$ cat src/rtl/aes_word_stream_ctrl.sv
// aes_word_stream_ctrl: word-stream front/back end around an iterative AES-128 core.
// Input fill, key hold and output drain run independently of the core's run.
module aes_word_stream_ctrl #(
    parameter int NB   = 128,
    parameter int WORD = 32
) (
    input  logic            clk,
    input  logic            rstn,
    input  logic            key_load,
    input  logic [NB-1:0]   key_in,
    input  logic            s_valid,
    output logic            s_ready,
    input  logic [WORD-1:0] s_data,
    output logic            m_valid,
    input  logic            m_ready,
    output logic [WORD-1:0] m_data,
    output logic            busy,
    output logic            aes_start,
    output logic [NB-1:0]   aes_plain_text,
    output logic [NB-1:0]   aes_key,
    input  logic            aes_done,
    input  logic [NB-1:0]   aes_cipher_text
);
    localparam int NW = NB / WORD;
    typedef enum logic [1:0] {IDLE, START, BUSY} state_t;
    state_t state, state_nx;
    logic [NB-1:0] in_buf, key_reg, out_buf;
    logic [2:0] in_cnt, out_cnt;
    logic key_ok, capture;
    assign s_ready        = in_cnt != 3'(NW);
    assign m_valid        = out_cnt != 3'd0;
    // out_buf shifts left on each handshake, so the current word is always on top
    assign m_data         = out_buf[NB-1 -: WORD];
    assign busy           = state != IDLE;
    assign aes_plain_text = in_buf;
    assign aes_key        = key_reg;
    assign capture        = state == BUSY && aes_done && out_cnt == 3'd0;
    always_comb begin
        state_nx  = state;
        aes_start = 1'b0;
        case (state)
            IDLE:    if (in_cnt == 3'(NW) && key_ok && aes_done) state_nx = START;
            START: begin
                aes_start = 1'b1;
                state_nx  = BUSY;
            end
            BUSY:    if (capture) state_nx = IDLE;
            default: state_nx = IDLE;
        endcase
    end
    always_ff @(posedge clk or negedge rstn) begin
        if (!rstn) begin
            state   <= IDLE;
            in_buf  <= '0;
            key_reg <= '0;
            out_buf <= '0;
            in_cnt  <= '0;
            out_cnt <= '0;
            key_ok  <= 1'b0;
        end else begin
            state <= state_nx;
            if (state == START) begin
                in_cnt <= '0;
            end else if (s_valid && s_ready) begin
                in_buf[(NW-1-int'(in_cnt))*WORD +: WORD] <= s_data;
                in_cnt <= in_cnt + 3'd1;
            end
            if (key_load && state != START) begin
                key_reg <= key_in;
                key_ok  <= 1'b1;
            end
            if (capture) begin
                out_buf <= aes_cipher_text;
                out_cnt <= 3'(NW);
            end else if (m_valid && m_ready) begin
                out_buf <= out_buf << WORD;
                out_cnt <= out_cnt - 3'd1;
            end
        end
    end
endmodule

$ cat config.mk
export PLATFORM = sky130hd
export DESIGN_NAME = aes_word_stream_ctrl
export DESIGN_NICKNAME = d
export VERILOG_FILES = /design/src/rtl/aes_word_stream_ctrl.sv
export SDC_FILE = /design/constraint.sdc
export NUM_CORES = 1
export LEC_CHECK = 0
export CAP_MARGIN = 20
export CORE_AREA = 2 2 226 228
export DETAILED_ROUTE_END_ITERATION = 6
export DIE_AREA = 0 0 228 230
export GPL_ROUTABILITY_DRIVEN = 0
export PLACE_DENSITY = 0.64
export SLEW_MARGIN = 5
export SYNTH_ARGS = -nofsm -noshare
export SYNTH_HDL_FRONTEND = slang
export SYNTH_SLANG_ARGS = --single-unit
export TNS_END_PERCENT = 50
$ cat constraint.sdc
create_clock -name clk -period 2.7 [get_ports clk]
set_input_delay 0.27 -clock clk [delete_from_list [all_inputs] [get_ports clk]]
set_output_delay 0.27 -clock clk [all_outputs]
set_load 0.02 [all_outputs]
==> impl_metrics.toml <==
[run_status]
status = "completed"

[cells_and_area]
final_core_util = 0.502
fin_nets = 2288
final_area_sq_um = 25000
drive_gt1_frac = 0.170
area_growth_pct = 47.1
fillers = 4518

[setup_path]
startpoint = "in_cnt[2]$_DFFE_PN0P_"
rr_startpoint = "in_cnt[2]$_DFFE_PN0P_"
crit_arrival_ns = 2.96
cp_max_fo = 19
reg2reg_slack_ns = 0.19
critPathCapture = "aes_plain_text[80]$_DFFE_PN0P_"
start_kind = "register"
critical_path_class = "register to register"
timing.rr.end = "aes_plain_text[80]$_DFFE_PN0P_"
cp.required_ns = 3.14
crit_path_end_kind = "register"
reg2regPathDepth = 7

[sta]
finClkSkew_ns = 0.0219
finalCriticalPeriod_ns = 2.51
setup_violations = 0
drv_slew = 0
fin_ws_ns = 0.186
rsz0062_at_grt = "no"
finalCritPeriodShare = 0.931
fmax_ghz = 0.398
relSlewSlack = 0.495
finalSetupTns_ns = 0
tightest_slew_ns = 0.758
finalHoldViolCount = 0

[cts]
clockBufferDepth = 3
h-tree-depth = 2
cts_setup_buffers = 0
cts_root_buf = "clkbuf_16"
cts.sinks = 393
clk_pin_slew_ns = 0.06
numCtsBuffers = 44
cts_resized = 0
cts_tree = "done"
clk_latency_ns = 0.58

[flow_run]
drv_cap = 0

[synthesis]
synth.cell_area_sq_um = 17000
ys_seq_area_frac = 0.578
synth-seq-cells = 393
post_synth.cell_area_avg_sq_um = 11.8
syn-num-nets = 1749
synthCells = 1447
yosysUniqueCellTypes = 33
synth_warnings = 0

[grt]
grt.overflow.total = 0
grt_pass1_vias = 13800
antenna_found_initial = 5
track_usage = 0.201
grt_pass1_wl_mm = 82.6
grt_max_degree = 97

[die]
num_io_pins = 586
die-width_um = 228
initial_core_util = 0.341
rows = 82
fp.dieH_um = 230
design.die.area_sq_um = 52400
core_area_sq_um = 49900

[drt]
num_vias = 12900
drtAntennaViolNets = 0
drtIter0Drc = 790
routed_wl_mm = 53.7
remaining_drc_errors = 0
avgViaCountPerCell = 4.77
wl_per_cell_um = 19.9
first_pass_iters = 5

[placed_design]
dp_hpwl_mm = 38.6
dpl_worst_slack_ns = 0.190
dpl_cell_area_sq_um = 23500
io_buffers = 585

[worst_hold_path]
min-delay-path-class = "input pin to asynchronous set/reset pin"

[power_and_ir_drop]
p_leak_nw = 10.9
p_per_area_nw_per_um2 = 937
ir_drop_v = 0.000662
-- cells in the mapped netlist (all sizes together) --
cell / number / area, sq um
and2: 32 / 200
a21oi: 3 / 15.0
o221ai: 127 / 1110
dfrtp: 393 / 9830
mux2: 224 / 2520
or2: 2 / 12.5
inv: 263 / 987
nor3: 2 / 10.0
nand3b: 1 / 7.51
a21bo: 1 / 10.0
and3: 3 / 18.8
nand2: 43 / 161
nor2b: 34 / 213
nor4b: 2 / 47.6
nand3: 99 / 495
a31oi: 2 / 12.5
o21ai: 36 / 180
and4b: 1 / 10.0
mux2i: 32 / 320
buf: 72 / 459
nand4: 2 / 12.5
ha: 8 / 100
a21boi: 1 / 7.51
o22ai: 1 / 12.5
nor2: 2 / 7.51
clkbuf: 56 / 210
clkinv: 1 / 3.75
nand2b: 4 / 25.0
-- cells by family (layout without fill, tap and decap cells) --
family / count (synthesis) / count (layout) / share of synthesized area
other cells: 0 / 5 / 0
mux: 256 / 256 / 0.167
buf+inv: 392 / 966 / 0.0976
compound gates: 171 / 171 / 0.0794
flops: 393 / 393 / 0.578
fa+ha+maj: 8 / 8 / 0.00589
simple gates: 227 / 227 / 0.0718
-- metal layers --
metal / up-vias / GRT usage / wire length (um)
met5: - / 0 / 11
met4: 2 / 0.0844 / 1830
met3: 92 / 0.0687 / 4520
met2: 470 / 0.346 / 26900
met1: 6383 / 0.229 / 20400
li1: 5934 / - / -
-- area by class of cell --
cell class                 instances  area, sq um  share of cell area
antenna                            5         12.5            0.000500
timing repair buffer             621         6280               0.251
multi-input combinational        662         5540               0.221
clock buffer                      64         1300              0.0518
inverter                         264          991              0.0396
clock inverter                    17          226             0.00905
sequential                       393         9830               0.393
tap                              672          841              0.0336
-- metrics by stage --
stage	total power, mW	instances	hold WS, ns
final	23.4	2698	0.245
after global routing	24.6	2696	0.253
after CTS	23.7	2693	0.227
after detailed placement	17.4	2611	0.287
after global placement	17.2	2611	0.281
after floorplan	13.1	1447	-0.0256
-- worst max-delay path, cell delays in order (launching register included) --
cell,delay (ns)
dfrtp_1,0.43
inv_1,0.15
nand3_1,0.12
ha_1,0.35
nor4b_4,0.35
nor4b_4,0.28
buf_4,0.33
mux2_2,0.37
-- registers in the layout (all words and copies together) (netlist names) --
signal	cells
aes_plain_text	128
key_ok	1
state	2
aes_key	128
in_cnt	3
out_cnt	3
out_buf	128
-- timing repair --
action,CTS,global route
setup endpoints to repair,0,0
hold buffers,1,0
hold endpoints to repair,57,0
-- worst min path at each step --
stage	startpoint	slack, ns	endpoint
floorplan	rstn	-0.03	aes_key[0]$_DFFE_PN0P_
global placement	rstn	0.28	out_buf[94]$_DFFE_PN0P_
detailed placement	rstn	0.29	out_buf[126]$_DFFE_PN0P_
CTS	aes_cipher_text[12]	0.23	out_buf[12]$_DFFE_PN0P_
global route	aes_cipher_text[3]	0.25	out_buf[3]$_DFFE_PN0P_
finish	rstn	0.25	out_buf[126]$_DFFE_PN0P_
-- power by group --
part           leakage (nW)  internal (mW)  switching, mW  total (mW)
Clock                 0.755           3.74           2.51        6.25
Sequential             5.06           7.44          0.867        8.31
Combinational          5.07           4.20           4.69        8.89
Total                  10.9           15.4           8.07        23.4
-- cell usage in the layout, fill, tap and decap left out, types with 2 or more instances in the layout --
cell type	synthesis	layout
nand2_1	43	42
mux2i_1	32	32
nand2b_1	4	4
nand3_1	99	99
inv_1	262	262
nor2_1	2	2
and3_1	3	2
ha_1	8	8
nor4b_4	2	2
a21oi_1	3	3
o21ai_1	4	4
clkinv_8	0	3
diode_2	0	5
nor2b_1	34	33
clkinv_2	0	8
mux2_2	224	224
nand4_1	2	2
buf_4	32	24
clkbuf_1	56	8
clkdlybuf4s50_1	0	583
o221ai_1	127	127
bufinv_16	0	4
clkbuf_16	0	44
nor3_1	2	2
clkbuf_8	0	12
o21ai_0	32	32
buf_12	0	12
dfrtp_1	393	393
and2_1	32	32
clkinv_4	0	2
a31oi_1	2	2
No activity file was read; power rests on OpenSTA's default activity.
